$ cat config.mk
export PLATFORM = sky130hd
export DESIGN_NAME = snn_seq_ctrl_flat
export DESIGN_NICKNAME = d
export VERILOG_FILES = /design/src/rtl/snn_seq_ctrl_if.sv /design/src/rtl/snn_seq_ctrl.sv /design/src/flat_wrapper.sv
export SDC_FILE = /design/constraint.sdc
export NUM_CORES = 1
export LEC_CHECK = 0
export ABC_CLOCK_PERIOD_IN_PS = 6100
export BUFFER_PORTS_ARGS = -buffer_cell sky130_fd_sc_hd__buf_4
export CAP_MARGIN = 5
export CORE_UTILIZATION = 50
export CTS_BUF_LIST = sky130_fd_sc_hd__clkbuf_2
export CTS_CLUSTER_SIZE = 30
export DETAILED_ROUTE_END_ITERATION = 8
export PLACE_DENSITY_LB_ADDON = 0.1
export RECOVER_POWER = 50
export SLEW_MARGIN = 20
export SYNTH_ARGS = -nofsm -noshare
export SYNTH_HDL_FRONTEND = slang
export SYNTH_SLANG_ARGS = --single-unit
$ cat constraint.sdc
create_clock -name clk -period 6.1 [get_ports clk]
set_clock_uncertainty 0.05 [all_clocks]
set_input_delay 0 -clock clk [delete_from_list [all_inputs] [get_ports clk]]
set_output_delay 0 -clock clk [all_outputs]
set_load 0.005 [all_outputs]
$ cat src/rtl/snn_seq_ctrl_if.sv
// Signal bundle between the SNN sequencer and its UART, input-unit RAM and
// inference core. The master modport is the sequencer side.
interface snn_seq_ctrl_if;
  logic       rx_rdy;
  logic [7:0] rx_data;
  logic       ram_we;
  logic [9:0] ram_addr;
  logic       ram_d;
  logic       core_start;
  logic       core_done;
  logic [3:0] core_digit;
  logic       tx_rdy;
  logic       tx_start;
  logic [7:0] tx_data;
  logic [3:0] digit_out;
  logic       overrun;

  modport master (
    input  rx_rdy, rx_data, core_done, core_digit, tx_rdy,
    output ram_we, ram_addr, ram_d, core_start, tx_start, tx_data,
           digit_out, overrun
  );

  modport slave (
    output rx_rdy, rx_data, core_done, core_digit, tx_rdy,
    input  ram_we, ram_addr, ram_d, core_start, tx_start, tx_data,
           digit_out, overrun
  );
endinterface

$ cat src/rtl/snn_seq_ctrl.sv
// Sequencer: unpacks 98 UART bytes into 784 pixel writes, starts the
// inference core, then sends the resulting digit back as one ASCII byte.
module snn_seq_ctrl (
  input logic            clk,
  input logic            rst,
  snn_seq_ctrl_if.master bus
);

  typedef enum logic [2:0] {
    IDLE,
    WRITE,
    START,
    WAIT_CORE,
    TX_WAIT,
    TX_GO
  } state_t;

  state_t     state_reg, state_next;
  logic [7:0] shift_reg, shift_next;
  logic [7:0] hold_reg, hold_next;
  logic       pending_reg, pending_next;
  logic [9:0] addr_reg, addr_next;
  logic [6:0] byte_reg, byte_next;
  logic       overrun_reg, overrun_next;
  logic [3:0] digit_reg, digit_next;
  logic [7:0] tx_data_reg, tx_data_next;

  logic last_bit;
  logic last_byte;

  // The bit index within the current byte is the low three address bits.
  assign last_bit  = (addr_reg[2:0] == 3'd7);
  assign last_byte = (byte_reg == 7'd97);

  always_ff @(posedge clk) begin
    if (rst) begin
      state_reg <= IDLE;
    end else begin
      state_reg <= state_next;
    end
  end

  always_comb begin
    state_next   = state_reg;
    shift_next   = shift_reg;
    hold_next    = hold_reg;
    pending_next = pending_reg;
    addr_next    = addr_reg;
    byte_next    = byte_reg;
    overrun_next = overrun_reg;
    digit_next   = digit_reg;
    tx_data_next = tx_data_reg;

    unique case (state_reg)
      IDLE: begin
        if (bus.rx_rdy) begin
          shift_next = bus.rx_data;
          state_next = WRITE;
        end
      end
      WRITE: begin
        shift_next = shift_reg >> 1;
        if (!last_bit) begin
          addr_next = addr_reg + 10'd1;
          // The image is complete once byte 97 is being written, so any
          // further byte has nowhere to go.
          if (bus.rx_rdy) begin
            if (pending_reg || last_byte) begin
              overrun_next = 1'b1;
            end else begin
              hold_next    = bus.rx_data;
              pending_next = 1'b1;
            end
          end
        end else if (last_byte) begin
          state_next = START;
          if (bus.rx_rdy) begin
            overrun_next = 1'b1;
          end
        end else begin
          addr_next = addr_reg + 10'd1;
          byte_next = byte_reg + 7'd1;
          if (pending_reg) begin
            shift_next   = hold_reg;
            pending_next = 1'b0;
            if (bus.rx_rdy) begin
              overrun_next = 1'b1;
            end
          end else if (bus.rx_rdy) begin
            // A byte arriving on the final bit chains straight into WRITE.
            shift_next = bus.rx_data;
          end else begin
            state_next = IDLE;
          end
        end
      end
      START: begin
        state_next = WAIT_CORE;
      end
      WAIT_CORE: begin
        if (bus.core_done) begin
          digit_next   = bus.core_digit;
          tx_data_next = (bus.core_digit <= 4'd9) ? (8'h30 + {4'd0, bus.core_digit})
                                                  : 8'h3F;
          state_next   = TX_WAIT;
        end
      end
      TX_WAIT: begin
        if (bus.tx_rdy) begin
          state_next = TX_GO;
        end
      end
      TX_GO: begin
        addr_next  = 10'd0;
        byte_next  = 7'd0;
        state_next = IDLE;
      end
      default: begin
        state_next = IDLE;
      end
    endcase

    if (bus.rx_rdy && (state_reg inside {START, WAIT_CORE, TX_WAIT, TX_GO})) begin
      overrun_next = 1'b1;
    end
  end

  always_ff @(posedge clk) begin
    if (rst) begin
      shift_reg   <= 8'd0;
      hold_reg    <= 8'd0;
      pending_reg <= 1'b0;
      addr_reg    <= 10'd0;
      byte_reg    <= 7'd0;
      overrun_reg <= 1'b0;
      digit_reg   <= 4'd0;
      tx_data_reg <= 8'h30;
    end else begin
      shift_reg   <= shift_next;
      hold_reg    <= hold_next;
      pending_reg <= pending_next;
      addr_reg    <= addr_next;
      byte_reg    <= byte_next;
      overrun_reg <= overrun_next;
      digit_reg   <= digit_next;
      tx_data_reg <= tx_data_next;
    end
  end

  assign bus.ram_we     = (state_reg == WRITE);
  assign bus.ram_d      = (state_reg == WRITE) && shift_reg[0];
  assign bus.ram_addr   = addr_reg;
  assign bus.core_start = (state_reg == START);
  assign bus.tx_start   = (state_reg == TX_GO);
  assign bus.tx_data    = tx_data_reg;
  assign bus.digit_out  = digit_reg;
  assign bus.overrun    = overrun_reg;

endmodule

$ cat src/flat_wrapper.sv
// flat-port wrapper written by rule: the top's interface ports become plain ports
module snn_seq_ctrl_flat 
  (clk, rst, bus_rx_rdy, bus_rx_data, bus_core_done, bus_core_digit, bus_tx_rdy, bus_ram_we, bus_ram_addr, bus_ram_d, bus_core_start, bus_tx_start, bus_tx_data, bus_digit_out, bus_overrun);
  snn_seq_ctrl_if bus_i ();
  input logic clk;
  input logic rst;
  input wire logic [$bits(bus_i.rx_rdy)-1:0] bus_rx_rdy;
  input wire logic [$bits(bus_i.rx_data)-1:0] bus_rx_data;
  input wire logic [$bits(bus_i.core_done)-1:0] bus_core_done;
  input wire logic [$bits(bus_i.core_digit)-1:0] bus_core_digit;
  input wire logic [$bits(bus_i.tx_rdy)-1:0] bus_tx_rdy;
  output wire logic [$bits(bus_i.ram_we)-1:0] bus_ram_we;
  output wire logic [$bits(bus_i.ram_addr)-1:0] bus_ram_addr;
  output wire logic [$bits(bus_i.ram_d)-1:0] bus_ram_d;
  output wire logic [$bits(bus_i.core_start)-1:0] bus_core_start;
  output wire logic [$bits(bus_i.tx_start)-1:0] bus_tx_start;
  output wire logic [$bits(bus_i.tx_data)-1:0] bus_tx_data;
  output wire logic [$bits(bus_i.digit_out)-1:0] bus_digit_out;
  output wire logic [$bits(bus_i.overrun)-1:0] bus_overrun;
  assign bus_i.rx_rdy = bus_rx_rdy;
  assign bus_i.rx_data = bus_rx_data;
  assign bus_i.core_done = bus_core_done;
  assign bus_i.core_digit = bus_core_digit;
  assign bus_i.tx_rdy = bus_tx_rdy;
  assign bus_ram_we = bus_i.ram_we;
  assign bus_ram_addr = bus_i.ram_addr;
  assign bus_ram_d = bus_i.ram_d;
  assign bus_core_start = bus_i.core_start;
  assign bus_tx_start = bus_i.tx_start;
  assign bus_tx_data = bus_i.tx_data;
  assign bus_digit_out = bus_i.digit_out;
  assign bus_overrun = bus_i.overrun;
  snn_seq_ctrl u_core (.clk(clk), .rst(rst), .bus(bus_i));
endmodule
==> reports/metrics.cfg <==
[timing]
max-slew-margin-rel=0.3229
hold_ws_ns=0.3332
layout_worst_path_cycle_share=0.4988
worst_pin_slew_ns=1.002
timing.final.max_slew_violations=0
grt_setup_unrepaired=no
setup_total_neg_slack_ns=0
final_period_minus_worst_setup_slack_ns=3.042
maxClockFrequency_mhz=328.7
total_of_endpoints_with_negative_setup_slack_in_the_final_report=0
timing_hold_violations_final=0

[critical_path]
critical_path.startpoint=u_core.state_reg[2]
ff2ff_path_depth=6
timing.setup.critical_path_class=reg2reg
worstPathRequired_ns=6.37
cp_launch_type=flop
worst_ep_arrival_time_ns=3.32
endpoint=u_core.hold_reg[2]
timing.reg2reg.setup_slack_ns=3.06
crit_path_end_kind=flop
timing.critical_path.fanout_max=20
worstReg2RegEnd=u_core.hold_reg[2]
r2r-start=u_core.state_reg[2]

[die]
floorplan.initialDensity=0.5273
dieWidth_microns=73.28
design.die.area_sq_um=5369
vertical_extent_of_the_die_microns=73.28
placement_rows=25
core_sq_um=4817
ios=44

[drt]
met1_length_mm=3.015
drt-pass1-iter-count=5
met3_wirelength_microns=247
topRoutingLayerUsed=met4
route.detailed.drc=0
ant_nets=0
count_of_vias_placed_by_the_detailed_router=2422
wl_per_cell_microns=14.23
routed_wirelength_mm=6.089
post_detailed_route_via_to_cell_ratio=5.659
drt_iter0_drc=206
dr_wl_met2_mm=2.736

[global_route]
overall_global_routing_resource_usage=0.2402
grt_start_max_net_pins=38
grt_antenna_before_repair=0
grt_pass1_vias=2116
global_route.overflow_total=0
wire_length_of_the_first_global_routing_pass_mm=9.963

[clock_network]
worst_skew_pair.late_latency_ns=0.40
clk_pin_slew_worst_paths_ns=0.22
cts_htree_levels=2
tritoncts.num_buffers=5
cts-resized-gates=0
clock_path_buffers=2
cts.sinks=46
cts_post_setup_buffers_inserted=0
tritoncts=yes
cts.root.buffer_cell=clkbuf_2

[placement]
gp_congestion=0.8249
place.detailed.hpwl_mm=3.925
buffer_ports.inserted=39
placedInstanceArea_sq_um=2811

[synthesis]
synth-edff-count=0
postSynth.asyncResetShare=0
synth_area_leader_cell=dfxtp_1
yosys_warnings=0
leading_post_synthesis_cells_by_cell_area=dfxtp_1 36%, mux2i_1 6.7%, nand2_1 5.5%, a21oi_1 4.1%, o21ai_0 3.9%
netlist-cell-type-count=54
top_area_cell_type_share_of_the_netlist_area=0.3626
seq_area_frac_synth=0.3626
yosys-top-cells-count=46 x dfxtp_1, 37 x nand2_1, 26 x nor2_1
post_synth_instance_area_sq_um=2540
synth.avg_cell_area_sq_um=8.115
yosys_register_bits=46
post-synth-top-count-cell=dfxtp_1
synth-main-ff-cell=dfxtp_1
gate_count_after_technology_mapping=313

[final_layout]
final_cell_area_sq_um=3087
number_of_inserted_diodes=0
area_growth_pct=21.53
n_fill_cell=465
largest_reg_flops=10
fraction_of_final_layout_cells_sized_beyond_drive_strength_1=0.1413
final_core_utilization=0.6408
final_net_count=382

[power_and_ir_drop]
power.static_leakage_nw=1.235
vdd_ir_drop_max_mv=0.1002
power-per-cell-area_nw_per_um2=171.8
totalPowerFinal_w=0.0005303

[hold_path]
min-delay-path-class=in2reg

[job]
timing.max_cap.violations=0

[status]
outcome=finished clean

## area by class of cell
| class | count | area, sq um | share of cell area |
|---|---|---|---|
| inverter | 6 | 22.52 | 0.007296 |
| sequential | 46 | 920.9 | 0.2983 |
| timing repair buffer | 63 | 533.0 | 0.1727 |
| clock buffer | 7 | 35.03 | 0.01135 |
| tap | 67 | 83.83 | 0.02716 |
| multi-input combinational | 239 | 1491 | 0.4832 |
## critical path, stage by stage, from the launching register on
cell and delay (ns):
dfxtp_1 0.85, or3b_2 0.35, clkinv_1 0.43, o2111ai_4 0.39, mux2i_1 0.24, nor2_1 0.07, dlygate4sd3_1 0.59
## where the power goes
part	internal (W)	switching, W	total (W)	leakage [nW]
Clock	0.0000298	0.0000946	0.000124	0.0291
Combinational	0.0000408	0.0000422	0.0000831	0.832
Sequential	0.000311	0.0000120	0.000323	0.374
## per-layer routing
layer	global-route usage	vias up
li1	-	1228
met5	0	-
met3	0.04938	11
met4	0.06536	0
met2	0.3848	71
met1	0.3277	1112
## how the worst min path moves through the flow
| stage | from | end | slack [ns] | cells past startpoint |
|---|---|---|---|---|
| 6_report | bus_rx_data[6] | u_core.shift_reg[6] | 0.33 | 4 |
| 5_1_grt | bus_core_digit[2] | u_core.bus.digit_out[2] | 0.31 | 4 |
| 4_1_cts | bus_rx_data[6] | u_core.shift_reg[6] | 0.31 | 4 |
| 3_5_place_dp | bus_rx_data[4] | u_core.hold_reg[4] | 0.21 | 3 |
| 3_3_place_gp | bus_rx_data[5] | u_core.hold_reg[5] | 0.20 | 3 |
| 2_1_floorplan | bus_core_digit[0] | u_core.bus.digit_out[0] | 0.09 | 2 |
## per-stage QoR
step	instances	worst slack [ns]
finish	428	3.058
global placement	397	3.775
CTS	428	3.161
global route	428	2.885
detailed placement	397	3.713
floorplan	315	4.143
## cell families after synthesis
family                     after synthesis  share of synthesized area
DFF                                     46                     0.3626
xor gates and xnor gates                 6                    0.02069
muxes                                   17                    0.06699
adders and majority gates                4                    0.01971
AOI/OAI and AO/OA                       79                     0.2212
and+or+nand+nor                        129                     0.2527
other                                    2                   0.002957
buffers and inverters                   30                    0.05320
## placed cells by master (no fill, tap or decap), drive strengths merged, types with 6 or more instances in the layout
cell and n:
dfxtp 46, nand2 37, clkbuf 27, nor2 26
dlygate4sd3 24, a21oi 22, o21ai 20, buf 19
mux2i 17, nor3 16, nor2b 9, and3 9
nand3 7, a311oi 6
## repair_timing
item | CTS | global route
hold buffers | 24 | 0
endpoints found under the setup margin | 0 | 0
hold endpoints to repair | 33 | 0
(Power assumes the default switching activity.)
